File: config.mk
export PLATFORM = sky130hd
export DESIGN_NAME = dot_product_acc
export DESIGN_NICKNAME = d
export VERILOG_FILES = /design/src/rtl/dot_product_acc_pkg.sv /design/src/rtl/valid_delay_line.sv /design/src/rtl/dot_product_acc.sv
export SDC_FILE = /design/constraint.sdc
export NUM_CORES = 1
export LEC_CHECK = 0
export ABC_AREA = 0
export CORE_UTILIZATION = 45
export CTS_CLUSTER_DIAMETER = 40
export DETAILED_ROUTE_END_ITERATION = 16
export GPL_TIMING_DRIVEN = 0
export PLACE_DENSITY = 0.78
export SYNTH_ARGS = -nofsm -noshare
export SYNTH_HDL_FRONTEND = slang
export SYNTH_SLANG_ARGS = --single-unit
File: constraint.sdc
create_clock -name clk -period 4.1 [get_ports clk]
set_clock_uncertainty 0.15 [all_clocks]
set_input_delay 0.41 -clock clk [delete_from_list [all_inputs] [get_ports clk]]
set_output_delay 0.41 -clock clk [all_outputs]
set_load 0.005 [all_outputs]
File: src/rtl/dot_product_acc_pkg.sv
// Shared definitions for the streaming dot-product controller and the
// pipelined 8x8 multiplier it feeds.
//   - state_t             : controller FSM states
//   - OP_W / PROD_W       : operand and product widths of the multiplier
//   - DEFAULT_MUL_LATENCY : multiplier pipeline depth; both the multiplier
//                           and this controller default to this one value
package dot_product_acc_pkg;

  localparam int OP_W                = 8;
  localparam int PROD_W              = 16;
  localparam int DEFAULT_MUL_LATENCY = 5;

  typedef enum logic [1:0] {
    ACCEPT = 2'd0,
    DRAIN  = 2'd1,
    HOLD   = 2'd2
  } state_t;

endpackage

File: src/rtl/valid_delay_line.sv
// 1-bit shift register that tracks "a real operand pair entered the
// multiplier" through its fixed pipeline latency.
// Ports:
//   clk     : rising-edge clock
//   rst     : asynchronous active-low reset, clears every stage
//   din     : tag shifted in this cycle
//   dout    : tag that entered DEPTH edges ago
//   pending : high while any stage holds a 1 (tags in flight)
module valid_delay_line #(
  parameter int DEPTH = 5
) (
  input  logic clk,
  input  logic rst,
  input  logic din,
  output logic dout,
  output logic pending
);

  logic [DEPTH-1:0] stages;

  always_ff @(posedge clk or negedge rst) begin
    if (!rst) begin
      stages <= '0;
    end else begin
      stages[0] <= din;
      for (int i = 1; i < DEPTH; i++) begin
        stages[i] <= stages[i-1];
      end
    end
  end

  assign dout    = stages[DEPTH-1];
  assign pending = |stages;

endmodule

File: src/rtl/dot_product_acc.sv
// Streaming dot-product controller. Accepts operand pairs, forwards them to
// an external pipelined multiplier, accumulates the returning products and
// presents the sum once VEC_LEN products have retired.
//
// Handshakes: a transfer happens on a rising edge where valid && ready.
// The source must hold in_valid/in_a/in_b until accepted; out_acc/out_ovf
// stay stable while out_valid is high and out_ready is low.
//
// Ports:
//   clk, rst          : clock, asynchronous active-low reset
//   in_valid/in_ready : operand-pair handshake, in_a/in_b operands
//   mul_a/mul_b       : operands to multiplier (zero when nothing accepted)
//   mul_product       : multiplier result, MUL_LATENCY edges after mul_a/b
//   out_valid/out_ready, out_acc, out_ovf : result handshake and payload
//   busy              : not in ACCEPT, or products still in flight
//   state             : current FSM state for observation
module dot_product_acc
  import dot_product_acc_pkg::*;
#(
  parameter int VEC_LEN     = 8,
  parameter int ACC_W       = 24,
  parameter int MUL_LATENCY = DEFAULT_MUL_LATENCY
) (
  input  logic              clk,
  input  logic              rst,
  input  logic              in_valid,
  output logic              in_ready,
  input  logic [OP_W-1:0]   in_a,
  input  logic [OP_W-1:0]   in_b,
  output logic [OP_W-1:0]   mul_a,
  output logic [OP_W-1:0]   mul_b,
  input  logic [PROD_W-1:0] mul_product,
  output logic              out_valid,
  input  logic              out_ready,
  output logic [ACC_W-1:0]  out_acc,
  output logic              out_ovf,
  output logic              busy,
  output logic [1:0]        state
);

  localparam int CNT_W = $clog2(VEC_LEN + 1);
  localparam logic [CNT_W-1:0] LAST = CNT_W'(VEC_LEN - 1);

  state_t           st, st_nxt;
  logic [CNT_W-1:0] acc_cnt;
  logic [CNT_W-1:0] ret_cnt;
  logic [ACC_W-1:0] acc;
  logic             ovf;
  logic             accept;
  logic             retire;
  logic             tags_pending;
  logic             consume;
  logic [ACC_W:0]   acc_sum;

  // Derived from the state register directly so accept does not loop
  // through the FSM output logic.
  assign accept  = in_valid && (st == ACCEPT);
  assign consume = (st == HOLD) && out_ready;

  valid_delay_line #(.DEPTH(MUL_LATENCY)) u_tags (
    .clk     (clk),
    .rst     (rst),
    .din     (accept),
    .dout    (retire),
    .pending (tags_pending)
  );

  // Extra top bit captures the carry-out that sets the sticky overflow.
  assign acc_sum = {1'b0, acc} + (ACC_W + 1)'(mul_product);

  always_ff @(posedge clk or negedge rst) begin
    if (!rst) begin
      st <= ACCEPT;
    end else begin
      st <= st_nxt;
    end
  end

  always_comb begin
    st_nxt    = st;
    in_ready  = 1'b0;
    out_valid = 1'b0;
    case (st)
      ACCEPT: begin
        in_ready = 1'b1;
        if (accept && (acc_cnt == LAST)) st_nxt = DRAIN;
      end
      DRAIN: begin
        if (retire && (ret_cnt == LAST)) st_nxt = HOLD;
      end
      HOLD: begin
        out_valid = 1'b1;
        if (out_ready) st_nxt = ACCEPT;
      end
      default: st_nxt = ACCEPT;
    endcase
  end

  always_ff @(posedge clk or negedge rst) begin
    if (!rst) begin
      acc     <= '0;
      ovf     <= 1'b0;
      acc_cnt <= '0;
      ret_cnt <= '0;
    end else if (consume) begin
      acc     <= '0;
      ovf     <= 1'b0;
      acc_cnt <= '0;
      ret_cnt <= '0;
    end else begin
      // Accepts and retirements can coincide in ACCEPT; both update.
      if (accept) acc_cnt <= acc_cnt + 1'b1;
      if (retire) begin
        acc     <= acc_sum[ACC_W-1:0];
        ret_cnt <= ret_cnt + 1'b1;
        if (acc_sum[ACC_W]) ovf <= 1'b1;
      end
    end
  end

  assign mul_a   = accept ? in_a : '0;
  assign mul_b   = accept ? in_b : '0;
  assign out_acc = (st == HOLD) ? acc : '0;
  assign out_ovf = ovf;
  assign busy    = (st != ACCEPT) || tags_pending;
  assign state   = st;

endmodule

# --- Word level (Yosys, flattened, before mapping) ---
# Index checks and enable logic that the tools add are counted.
word_totals:
  in_bits: 36
  out_inout_bits: 46
  regBits: 40
classes:
  eq_ne: 7
  reduce_logical: 13
  muxes: 18
  add_sub_neg: 3
op_table:
  columns: ["operator", "count"]
  rows:
  - ["24-bit 2-to-1 mux", 3]
  - ["24-bit by 16-bit adder with 25-bit output", 1]
  - ["4-bit 2-to-1 mux", 4]
  - ["8-bit 2-to-1 mux", 2]
  - ["4-bit by 1-bit adder with 4-bit output, second input constant", 2]
  - ["4-bit by 3-bit equality test with 1-bit output, second input constant", 2]
  - ["2-bit nonzero test", 4]
  - ["2-bit 2-to-1 mux", 3]
  - ["2-bit case mux with 3 select lines", 1]
  - ["1-bit 2-to-1 mux", 5]
  - ["5-bit OR reduction", 1]
  - ["1-bit logical AND", 4]
  - ["2-bit != test, second input constant", 2]
  - ["3-bit AND reduction", 1]
  - ["2-bit by 1-bit equality test with 1-bit output, second input constant", 1]
  - ["2-bit equality test, second input constant", 1]
  - ["2-bit logical NOT", 1]
  - ["2-bit by 1-bit != test with 1-bit output, second input constant", 1]
  - ["2-bit AND reduction", 1]
  - ["1-bit logical OR", 1]

# --- Logic depth before layout (Yosys ltp) ---
# Gate-level depths: netlist of the first run.
logic_depth:
  depth_word: 5
  ltp_mapped: 9
  ltp_nobuf: 9

# --- Hierarchy ---
# A second synthesis of the first run with hierarchy kept.
unflattened:
  cells_unflattened: 324
  hier_area_um2: 2884.0
modules_own_cells:
  columns: ["mod", "area_each_um2", "cells_each", "seq_area_each_um2", "n_inst"]
  rows:
  - ["dot_product_acc", 2746.4, 316, 875.8, 1]
  - ["valid_delay_line", 137.6, 8, 125.1, 1]

# --- Worst setup path before layout of the first run ---
# Ideal clock, no wire load.
synth_path:
  path_type: "input to register"
  startpoint: "input port mul_product[0]"
  endpoint: "register acc[22]"
  arrival_ns: 2.064
  setup_time_ns: 0.120
  setup_slack_ns: 1.766
  path_buffers: 0
  cell_stages: 9
  path_cell_list: "ha_1 > inv_1 > fa_1 > nor2b_1 > o31a_1 > a21oi_1 > o21ai_1 > a31oi_1 > a41o_1"
synth_between:
  elab_chain_len: 3
synth_lines:
  columns: ["item", "line", "text"]
  rows:
  - ["start, declared", "dot_product_acc.sv:32", "input logic [PROD_W-1:0] mul_product,"]
  - ["24-bit by 16-bit adder with 25-bit output", "dot_product_acc.sv:69", "assign acc_sum = {1'b0, acc} + (ACC_W + 1)'(mul_product);"]
  - ["24-bit 2-to-1 mux", "dot_product_acc.sv:113", "if (retire) begin"]
  - ["24-bit 2-to-1 mux", "dot_product_acc.sv:105", "end else if (consume) begin"]
  - ["end signal, assigned", "dot_product_acc.sv:114", "acc <= acc_sum[ACC_W-1:0];"]
  - ["end, declared", "dot_product_acc.sv:47", "logic [ACC_W-1:0] acc;"]
# No other way between the ends. The select of a mux whose other input is x is not followed.
# A chain may end at the register's enable or synchronous reset.

# --- Worst setup path after layout of the first run ---
# Ends and elaborated chain as after synthesis.

==> results of run 1 <==
## worst register-to-register path, stage by stage (launching register included)
cell and delay (ns):
sky130_fd_sc_hd__dfrtp_1 0.36, sky130_fd_sc_hd__ha_1 0.19, sky130_fd_sc_hd__inv_1 0.06, sky130_fd_sc_hd__fa_1 0.40
sky130_fd_sc_hd__nor2b_1 0.15, sky130_fd_sc_hd__o31a_1 0.25, sky130_fd_sc_hd__a21oi_1 0.14, sky130_fd_sc_hd__o21ai_1 0.49
sky130_fd_sc_hd__a31oi_1 0.17, sky130_fd_sc_hd__a41o_1 0.23
## synth_stat cells (2+ instances only)
cell type,number,share of area (%)
sky130_fd_sc_hd__a211o_1,2,0.60
sky130_fd_sc_hd__a211oi_1,3,0.77
sky130_fd_sc_hd__a21o_1,9,2.3
sky130_fd_sc_hd__a21o_2,2,0.60
sky130_fd_sc_hd__a21oi_1,11,1.9
sky130_fd_sc_hd__a31oi_1,5,1.1
sky130_fd_sc_hd__and2_1,25,5.4
sky130_fd_sc_hd__and3_1,23,4.9
sky130_fd_sc_hd__buf_2,2,0.34
sky130_fd_sc_hd__clkbuf_1,15,1.9
sky130_fd_sc_hd__dfrtp_1,40,34
sky130_fd_sc_hd__ha_1,18,7.7
sky130_fd_sc_hd__inv_1,5,0.65
sky130_fd_sc_hd__mux2i_1,12,4.1
sky130_fd_sc_hd__nand2_1,21,2.7
sky130_fd_sc_hd__nand2b_1,4,0.86
sky130_fd_sc_hd__nand3_1,5,0.86
sky130_fd_sc_hd__nand4_1,8,1.7
sky130_fd_sc_hd__nand4b_1,2,0.60
sky130_fd_sc_hd__nor2_1,40,5.2
sky130_fd_sc_hd__nor2b_1,3,0.65
sky130_fd_sc_hd__nor3_1,9,1.5
sky130_fd_sc_hd__o2111a_1,2,0.77
sky130_fd_sc_hd__o211a_1,2,0.69
sky130_fd_sc_hd__o211ai_1,2,0.52
sky130_fd_sc_hd__o21ai_0,15,2.6
sky130_fd_sc_hd__o22ai_1,2,0.43
sky130_fd_sc_hd__xnor2_1,10,3.0
sky130_fd_sc_hd__xor2_1,7,2.1
## logic make-up after synthesis
logic type / Yosys count
AOI/OAI and AO/OA: 73
adders and majority gates: 19
xor gates and xnor gates: 17
DFF: 40
and+or+nand+nor: 146
buffers and inverters: 24
muxes: 12
## layout by cell type, fill, tap and decap left out, drive strengths merged, types with 4 or more instances in the layout
cell type	count
o21ai	17
clkbuf	21
nand3	5
xor2	7
mux2i	12
a21oi	12
inv	5
nor2	40
and2	25
nand2	21
xnor2	10
dfrtp	40
nor3	9
a21o	11
ha	18
nand2b	4
nand4	8
clkdlybuf4s50	80
a31oi	5
buf	5
and3	24
## sequential cells by signal, summed over array words and instances, names as in the netlist
name           count
acc               24
out_ovf            1
u_tags.stages      5
ret_cnt            4
acc_cnt            4
state              2
## per-stage QoR
| step | hold slack [ns] | total power [W] | utilization (%) | std cells | setup WS (ns) |
|---|---|---|---|---|---|
| after global routing | 0.2551 | 0.002704 | 65.96 | 497 | 0.9785 |
| after global placement | 0.2074 | 0.001971 | 62.92 | 487 | 0.9490 |
| after detailed placement | 0.1475 | 0.002027 | 63.17 | 488 | 0.9249 |
| after floorplan | -0.03559 | 0.001646 | - | 331 | 1.766 |
| final | 0.2378 | 0.002505 | 65.96 | 497 | 1.188 |
| after CTS | 0.2352 | 0.002497 | 65.96 | 497 | 1.241 |
## worst min path at each step
stage / from / end / slack, ns / depth (start not counted)
finish: u_tags.stages[2]$_DFF_PN0_ / u_tags.stages[3]$_DFF_PN0_ / 0.24 / 0
global route: u_tags.stages[2]$_DFF_PN0_ / u_tags.stages[3]$_DFF_PN0_ / 0.26 / 0
CTS: u_tags.stages[2]$_DFF_PN0_ / u_tags.stages[3]$_DFF_PN0_ / 0.24 / 0
detailed placement: rst / acc[11]$_DFFE_PN0P_ / 0.15 / 1
global placement: u_tags.stages[2]$_DFF_PN0_ / u_tags.stages[3]$_DFF_PN0_ / 0.21 / 0
floorplan: rst / acc[0]$_DFFE_PN0P_ / -0.04 / 0
## final cells by class
class	instances	area, um2	share of cell area [%]
Clock buffer	5	68.82	1.721
Inverter	5	18.77	0.4695
Tap cell	75	93.84	2.347
Multi-Input combinational cell	267	1814	45.38
Buffer	19	75.07	1.878
Sequential cell	40	1001	25.04
Clock inverter	3	90.09	2.254
Timing Repair Buffer	83	835.8	20.91
## routing by layer
layer | GRT usage (%) | vias up | part of all wire, %
li1 | - | 1372 | -
met4 | 7.368 | 0 | 0.74
met2 | 41.90 | 93 | 50
met3 | 5.055 | 4 | 5.0
met1 | 31.75 | 1354 | 44
met5 | 0 | - | 0
## power by group
| group | leakage, nW | internal (W) | total, W | switching, W |
|---|---|---|---|---|
| clock | 0.0784 | 0.000305 | 0.000458 | 0.000154 |
| combinational | 1.24 | 0.000626 | 0.00136 | 0.000733 |
| sequential | 0.489 | 0.000556 | 0.000688 | 0.000132 |
| total | 1.81 | 0.00149 | 0.00250 | 0.00102 |
## repair_timing
item                                    CTS  global route
endpoints found under the hold margin     8             0
endpoints found under the setup margin    0             0
hold buffers                              1             0
==> results.txt, run 1 <==
----------------------------------------------------
[Clocking]
  Worst-path clk slew ... 0.08 ns
  Count of instances resized after the clock tree is built ... 0
  H-tree Lvls ... 2
  TritonCTS clock tree ... yes
  Post-CTS Setup Inserts ... 0
  Clock tree root buffer cell ... sky130_fd_sc_hd__clkbuf_8
  Number of clock sinks ... 40
  CTS buffer count ... 5
  Clock latency reported for the late side of the worst-skew pair ... 0.30 ns
  Maximum clock insertion buffer count ... 2

[Yosys]
  Net count after synthesis ... 386
  Post-synthesis area per instance ... 8.789 um2
  Synthesized netlist cell count ... 331
  Synth Warn # ... 0
  Number of enable flip-flop cells after synthesis ... 0
  Adder and majority cell fraction of the synthesized area ... ~8.4%
  Simple-gate share of the synthesized area ... 26.24%
  Predominant post-synthesis flop cell ... sky130_fd_sc_hd__dfrtp_1
  Dominant combinational cell family by area after synthesis ... simple AND/OR/NAND/NOR gates
  Post-Synth XOR/XNOR Area ... 5.118%
  Post-synth cell types ... 56
  Share of async-settable or async-resettable flops after synthesis ... 100.0%
  Register bit total from synthesis ... 40
  Area fraction in compound gates after synthesis ... 18.45%
  Multiplexer share of the synthesized area ... 4.129%
  Share of synthesized area occupied by flip-flops and latches ... between 30 and 40%
  Mapped cell area ... 2909 um2

[Detailed routing]
  Post-detailed-route via-to-cell ratio ... 5.680
  Count of antenna-violating nets left after detailed routing ... 0
  Detailed Routing Iterations Pass 1 ... 4
  Total wire length after detailed routing ... 7815 um
  Routed len/inst ... roughly 16 um
  Count of routing violations after the opening detailed-route iteration ... ~190
  Vias ... 2823
  Post-route DRC violation count ... 0

[Global route]
  Total GRT Usage ... between 20% and 30%
  Number of antenna violations at the first check in global routing ... 0
  Overflow left after global routing ... 0
  Pin count of the biggest net entering global routing ... 33
  Vias in the first global route ... 2705
  Wire length of the first global-routing pass ... between 10000 and 15000 um

[Floorplan]
  Die area ... 6790 um2
  Area inside the core boundary ... 6061 um2
  Number of primary I/O pins ... 82
  Die Width ... 82.40 um
  Row count ... 28
  Starting Density ... 48.00%
  Y dimension of the die ... 82.40 um

[Cells and area]
  Fill cell count ... 518
  Final cell area excluding filler cells ... 3998 um2
  Number of nets at the end of the flow ... ~480
  Area growth, synth to finish ... 37.42%
  Share of final-layout standard cells stronger than drive strength 1 ... about 6.2%
  Final antenna diode count ... 0

[STA]
  Max Clk Rate ... roughly 0.34 GHz
  Final Hold Violating Endpoints ... 0
  Minimum clock period ... 2.912 ns
  Share of the clock period used by the worst path after layout ... 71.03%
  Worst-Margin Slew ... 0.7063 ns
  Setup TNS ... 0 ns
  Setup repair after global routing missed its margin ... no
  Slew Limit Fails ... 0
  Final Setup Violations ... 0
  Relative slew slack ... between 50 and 60%

[Worst setup path]
  Stages on the worst setup path ... 10
  Slack of the worst reg-to-reg path ... 1.40 ns
  Critical path destination ... acc[22]$_DFFE_PN0P_
  Launching instance or port of the critical path ... mul_product[0]
  Worst path required time ... 4.14 ns
  Startpoint type of the worst setup path ... input pin
  Depth of the most critical reg-to-reg path ... 9
  CP Capture Type ... flop
  Cell Chain, Critical Path ... clkdlybuf4s50_1 -> ha_1 -> inv_1 -> fa_1 -> nor2b_1 -> o31a_1 -> a21oi_1 -> o21ai_1 -> a31oi_1 -> a41o_1
  Largest fanout of any net on the critical path ... 7
  Worst Setup Path Type ... input pin to flop
  Number of buffers and inverters on the critical path ... 2
  Worst path max stage delay ... 0.48 ns
  Largest delay contributor family on the critical path ... compound AO/OA/AOI/OAI gates
  Worst R2R End ... acc[22]$_DFFE_PN0P_
  Crit path max-delay cell type ... sky130_fd_sc_hd__o21ai_1
  FF-to-FF Start ... acc[0]$_DFFE_PN0P_
  Arrival time of the worst setup path ... approximately 3 ns

[Pwr]
  Maximum ir drop on the vdd rail ... between 0.3 and 0.4 mV
  Power per standard cell area ... roughly 630 nW/um2
  Static leakage ... 1.809 nW

[Run status]
  Status ... complete, no violations

[Placement]
  Half-perimeter wire length after placement ... 5831 um
  Count of buffers inserted at the top-level ports ... 81
  Cell area after placement ... 3829 um2
  Final RePlAce weighted congestion ... between 0.8 and 0.9

[Flow run]
  Maxcap violations ... 0

[Hold path]
  Class of the worst hold path ... flop to flop

----------------------------------------------------
Power figures use the tool's default switching activity.
==> run 2: changes to the inputs <==
clock period = 2.7 ns   (was 4.1 ns; I/O delays follow)
==> run 2 against run 1 <==
Net effect:
- sequential cell count unchanged
- final cell count increased by 0.20%
- critical path depth increased by 1
- final area increased by 0.91%
- critical endpoint is now acc[12]$_DFFE_PN0P_
- wire length increased by 0.67%
- die area unchanged
- sequential power increased by 53%
- largest cell class unchanged
- core utilization increased by 0.60 points
- clock power increased by 51%
- combinational power increased by 55%
- clock-buffer cell count unchanged
- highest routed layer unchanged
- setup slack got worse by 1.0 ns
==> results.txt, run 2 (synthesized netlist as in run 1, its figures left out) <==
----------------------------------------------------
[Global route]
  Global Route met1 Usage ... 31.62%
  Overflow left after global routing ... 0
  Met3 global-route usage ... 5.275%
  Total GRT Usage ... roughly 25%
  Grt met2 use ... a little over two fifths
  Number of antenna violations at the first check in global routing ... 0
  Wire length of the first global-routing pass ... 12630 um
  Pin count of the biggest net entering global routing ... 33
  Most heavily used metal layer in global routing ... met2
  Vias in the first global route ... roughly 2.7k

[Clocking]
  Worst-path clk slew ... 0.09 ns
  Clock latency reported for the late side of the worst-skew pair ... 0.30 ns
  CTS buffer count ... 5
  TritonCTS clock tree ... yes
  Number of clock sinks ... 40
  H-tree Lvls ... 2
  Maximum clock insertion buffer count ... 2
  Clock tree root buffer cell ... sky130_fd_sc_hd__clkbuf_8

[Worst setup path]
  Stages on the worst setup path ... 11
  Depth of the most critical reg-to-reg path ... 10
  Arrival time of the worst setup path ... 2.61 ns
  Largest fanout of any net on the critical path ... 4
  Worst Setup Path Type ... input pin to flop
  Startpoint type of the worst setup path ... input pin
  Worst path required time ... around 2.8 ns
  Cell Chain, Critical Path ... clkdlybuf4s50_1 -> ha_1 -> inv_1 -> fa_1 -> nor2b_2 -> o31a_1 -> buf_4 -> o41ai_4 -> o21ai_0 -> xnor2_1 -> a21oi_1
  Crit path max-delay cell type ... sky130_fd_sc_hd__clkdlybuf4s50_1
  Worst path max stage delay ... 0.41 ns
  Largest delay contributor family on the critical path ... compound AO/OA/AOI/OAI gates
  Number of buffers and inverters on the critical path ... 3
  CP Capture Type ... flop

[Cells and area]
  Max FFs per register ... 24
  Commonest cells after routing, fill and taps aside ... 80 x sky130_fd_sc_hd__clkdlybuf4s50_1, 40 x sky130_fd_sc_hd__dfrtp_1, 39 x sky130_fd_sc_hd__nor2_1
  Share of final-layout standard cells stronger than drive strength 1 ... 8.274%
  Commonest non-fill, non-tap cell in the layout ... sky130_fd_sc_hd__clkdlybuf4s50_1
  Number of nets at the end of the flow ... roughly 480
  Largest registers ... acc x24, u_tags.stages x5
  Area growth, synth to finish ... 38.67%
  Fill cell count ... 508
  Final antenna diode count ... 0
  Top reg by flops ... acc

[Floorplan]
  Die area ... 6790 um2
  Row count ... 28
  Die Width ... 82.40 um
  Y dimension of the die ... 82.40 um
  Number of primary I/O pins ... 82
  Area inside the core boundary ... about 6100 um2
  Starting Density ... 48.00%

[Detailed routing]
  Post-route DRC violation count ... 0
  Vias ... roughly 2.8k
  Post-detailed-route via-to-cell ratio ... 5.711
  Routed len/inst ... 15.80 um
  Total wire length after detailed routing ... 7867 um
  Count of antenna-violating nets left after detailed routing ... 0
  Count of routing violations after the opening detailed-route iteration ... 172
  Detailed Routing Iterations Pass 1 ... 4

[Hold path]
  Class of the worst hold path ... input pin to asynchronous set/reset pin

[STA]
  Minimum clock period ... 2.527 ns
  Setup TNS ... 0 ns
  Final Hold Violating Endpoints ... 0
  Relative slew slack ... between 50% and 60%
  Slew Limit Fails ... 0
  Final Setup Violations ... 0
  Share of the clock period used by the worst path after layout ... 93.60%
  Max Clk Rate ... 0.3957 GHz
  Worst-Margin Slew ... around 0.72 ns
  Setup repair after global routing missed its margin ... no

[Pwr]
  Power per standard cell area ... between 900 and 1000 nW/um2
  Static leakage ... roughly 1.8 nW
  Overall power of the completed layout ... 0.003853 W
  Maximum ir drop on the vdd rail ... 0.5068 mV

[Placement]
  Final RePlAce weighted congestion ... 0.8871
  Half-perimeter wire length after placement ... 5831 um
  Count of buffers inserted at the top-level ports ... 81

[Flow run]
  Maxcap violations ... 0

[Run status]
  Status ... complete, no violations

----------------------------------------------------
-- run 2: changes by cell type in the layout (fill, tap and decap cells not counted), sizes merged --
| cell | before | now |
|---|---|---|
| buf | 5 | 6 |
-- run 2: cell type report --
cell class                 count  area, um2  share of cell area (%)
clock buffer                   5      68.82                   1.706
buffer                        19      80.08                   1.985
clock inverter                 3      90.09                   2.233
tap                           75      93.84                   2.326
timing repair buffer          84      843.3                   20.91
sequential                    40       1001                   24.81
multi-input combinational    267       1838                   45.56
inverter                       5      18.77                  0.4653
-- run 2: final timing paths --
kind | start | end | slack (ns)
setup / recovery | mul_product[0] | acc[12]$_DFFE_PN0P_ | 0.17
hold / removal | rst | acc[11]$_DFFE_PN0P_ | 0.20
setup reg to reg | acc[0]$_DFFE_PN0P_ | acc[12]$_DFFE_PN0P_ | 0.18
hold reg to reg | u_tags.stages[2]$_DFF_PN0_ | u_tags.stages[3]$_DFF_PN0_ | 0.24
max in group asynchronous | rst | acc[17]$_DFFE_PN0P_ | 1.74
min in group clk | u_tags.stages[2]$_DFF_PN0_ | u_tags.stages[3]$_DFF_PN0_ | 0.24
-- run 2: metrics by stage --
step	area [um2]	util (%)	std cells	worst slack [ns]	hold WS, ns
floorplan	2909	-	331	0.4297	-0.1756
global placement	3814	62.92	487	-0.3110	0.2074
detailed placement	3829	63.17	488	-0.3351	0.007534
CTS	4003	66.04	497	0.03097	0.2138
global route	4034	66.56	498	0.03002	0.2329
finish	4034	66.56	498	0.1729	0.2042
-- run 2: power breakdown --
group	internal [W]	switching [W]	leakage, nW	total [W]
registers	0.000844	0.000203	0.489	0.00105
clock network	0.000463	0.000231	0.0784	0.000693
logic	0.000976	0.00114	1.27	0.00211
-- run 2: worst reg2reg max path: cells and delay by family (launching register included) --
kind | cells | cell delay, ns
compound gates | 4 | 1.03
xor+xnor | 1 | 0.15
fa+ha+maj | 2 | 0.43
buf+inv | 2 | 0.24
flops | 1 | 0.39
simple gates | 1 | 0.06
-- run 2: repair_timing --
| item | 4_1_cts | 5_1_grt |
|---|---|---|
| pin swaps | 0 | 2 |
| hold buffers | 1 | 0 |
| endpoints found under the setup margin | 3 | 33 |
| resized for setup | 2 | 10 |
| buffers inserted | 0 | 1 |
| hold endpoints to repair | 40 | 0 |
-- run 2: per-layer routing --
| layer | wire length [um] | vias up |
|---|---|---|
| met2 | 3916 | 89 |
| met1 | 3485 | 1370 |
| met3 | 399 | 7 |
| li1 | - | 1378 |
| met4 | 65 | 0 |
| met5 | 0 | - |
==> run 3: changes to the inputs <==
CORE_MARGIN = 4   (was unset)
==> run 3 against run 2 <==
Net effect:
- sequential cell count unchanged
- via count fell by 2.4%
- total power decreased by 5.3%
==> results.txt, run 3 (synthesized netlist as in run 1, its figures left out) <==
----------------------------------------------------
[Worst setup path]
  Worst path required time ... 2.74 ns
  CP Capture Type ... flop
  Worst path max stage delay ... 0.47 ns
  Worst Setup Path Type ... input pin to flop
  Largest delay contributor family on the critical path ... compound AO/OA/AOI/OAI gates
  Stages on the worst setup path ... 10
  Cell Chain, Critical Path ... clkdlybuf4s50_1 -> ha_1 -> inv_1 -> fa_1 -> nor2b_1 -> o31a_1 -> a21oi_2 -> o21ai_2 -> a21oi_1 -> a31o_2
  Largest fanout of any net on the critical path ... 7
  Arrival time of the worst setup path ... 2.61 ns
  Number of buffers and inverters on the critical path ... 2
  Crit path max-delay cell type ... sky130_fd_sc_hd__clkdlybuf4s50_1
  Depth of the most critical reg-to-reg path ... 9
  Startpoint type of the worst setup path ... input pin

[Detailed routing]
  Routed len/inst ... ~15 um
  Detailed Routing Iterations Pass 1 ... 4
  Post-route DRC violation count ... 0
  Total wire length after detailed routing ... 7646 um
  Count of antenna-violating nets left after detailed routing ... 0
  Vias ... 2775
  Count of routing violations after the opening detailed-route iteration ... 137
  Post-detailed-route via-to-cell ratio ... 5.539

[Cells and area]
  Largest registers ... acc x24, u_tags.stages x5
  Fill cell count ... 566
  Number of nets at the end of the flow ... 478
  Commonest non-fill, non-tap cell in the layout ... sky130_fd_sc_hd__clkdlybuf4s50_1
  Area growth, synth to finish ... 37.08%
  Final antenna diode count ... 0
  Max FFs per register ... 24
  Commonest cells after routing, fill and taps aside ... 80 x sky130_fd_sc_hd__clkdlybuf4s50_1, 40 x sky130_fd_sc_hd__dfrtp_1, 39 x sky130_fd_sc_hd__nor2_1
  Top reg by flops ... acc
  Share of final-layout standard cells stronger than drive strength 1 ... under 10%

[Global route]
  Overflow left after global routing ... 0
  Wire length of the first global-routing pass ... 12280 um
  Pin count of the biggest net entering global routing ... 40
  Vias in the first global route ... about 2.6k
  Total GRT Usage ... between 10% and 20%
  Number of antenna violations at the first check in global routing ... 0

[STA]
  Worst-Margin Slew ... ~0.76 ns
  Relative slew slack ... 49.43%
  Share of the clock period used by the worst path after layout ... 95.09%
  Final Hold Violating Endpoints ... 0
  Worst setup margin ... around 0.13 ns
  Final Setup Violations ... 0
  Slew Limit Fails ... 0
  Max Clk Rate ... 0.3895 GHz
  Final hold slack ... 0.1463 ns
  Minimum clock period ... 2.567 ns
  Setup repair after global routing missed its margin ... no

[Clocking]
  TritonCTS clock tree ... yes
  H-tree Lvls ... 2
  Worst-path clk slew ... about 0.080 ns
  Clock tree root buffer cell ... sky130_fd_sc_hd__clkbuf_8
  CTS buffer count ... 5
  Clock latency reported for the late side of the worst-skew pair ... 0.30 ns
  Maximum clock insertion buffer count ... 2
  Number of clock sinks ... 40

[Placement]
  Dpl ws ... -0.3460 ns
  Count of buffers inserted at the top-level ports ... 81
  Half-perimeter wire length after placement ... 5711 um
  Final RePlAce weighted congestion ... roughly 0.9

[Pwr]
  Power per standard cell area ... 915.2 nW/um2
  Maximum ir drop on the vdd rail ... roughly 0.5 mV
  Static leakage ... 1.815 nW
  Overall power of the completed layout ... 0.003649 W

[Run status]
  Status ... complete, no violations

[Floorplan]
  Y dimension of the die ... 88.40 um
  Row count ... 29
  Number of primary I/O pins ... 82
  Starting Density ... a little under half
  Area inside the core boundary ... 6314 um2
  Die Width ... 88.40 um
  Die area ... roughly 8000 um2

[Flow run]
  Maxcap violations ... 0

[Hold path]
  Class of the worst hold path ... input pin to asynchronous set/reset pin

----------------------------------------------------
[run 3: path summary, 6_finish.rpt]
check                                        endpoint  slack [ns]                  startpoint
min in group clk           u_tags.stages[3]$_DFF_PN0_        0.23  u_tags.stages[2]$_DFF_PN0_
min                                acc[4]$_DFFE_PN0P_        0.15                         rst
max in group asynchronous  u_tags.stages[1]$_DFF_PN0_        1.86                         rst
min reg2reg                u_tags.stages[3]$_DFF_PN0_        0.23  u_tags.stages[2]$_DFF_PN0_
max reg2reg                       acc[12]$_DFFE_PN0P_        0.19          acc[0]$_DFFE_PN0P_
max                               acc[16]$_DFFE_PN0P_        0.13              mul_product[0]
[run 3: timing repair]
action	in CTS	in global routing
pin swaps	0	2
hold endpoints to repair	40	0
cloned	0	0
hold buffers	1	0
setup buffers	0	2
endpoints found under the setup margin	22	31
gates resized for setup	3	6
[run 3: report_power, final]
| group | switching (W) | internal, W | leakage (nW) |
|---|---|---|---|
| registers | 0.000199 | 0.000844 | 0.489 |
| logic | 0.00111 | 0.000981 | 1.27 |
| clock network | 0.000237 | 0.000279 | 0.0583 |
[run 3: worst register-to-register path, stage by stage (launching register included)]
cell and delay [ns]:
sky130_fd_sc_hd__dfrtp_1 0.40, sky130_fd_sc_hd__ha_1 0.22, sky130_fd_sc_hd__inv_1 0.07, sky130_fd_sc_hd__fa_1 0.20
sky130_fd_sc_hd__nor2b_1 0.07, sky130_fd_sc_hd__o31a_1 0.36, sky130_fd_sc_hd__o41ai_2 0.47, sky130_fd_sc_hd__o21ai_0 0.20
sky130_fd_sc_hd__xnor2_1 0.17, sky130_fd_sc_hd__a21oi_1 0.09
[run 3: cell type report]
class                      instances  area, um2  area share (%)
tap                               77      96.34           2.416
clock buffer                       5      68.82           1.726
buffer                            19      80.08           2.008
multi-input combinational        267       1824           45.75
timing repair buffer              85      850.8           21.34
inverter                           5      18.77          0.4707
clock inverter                     3      47.55           1.192
sequential                        40       1001           25.10
[run 3: routing by layer]
layer / GRT usage [%] / part of all wire (%) / routed length [um] / vias to the layer above
li1: - / - / - / 1379
met1: 27.58 / 46 / 3520 / 1323
met2: 32.09 / 48 / 3703 / 63
met3: 2.980 / 4.2 / 318 / 10
met4: 5.495 / 1.4 / 104 / 0
met5: 0 / 0 / 0 / -
[run 3: through the flow]
stage,utilization (%),TNS (ns),instance area (um2),instances
floorplan,-,0,2909,331
global placement,60.44,-1.361,3816,489
detailed placement,60.68,-1.475,3831,490
CTS,62.78,0,3964,499
global route,63.16,0,3988,501
finish,63.16,0,3988,501
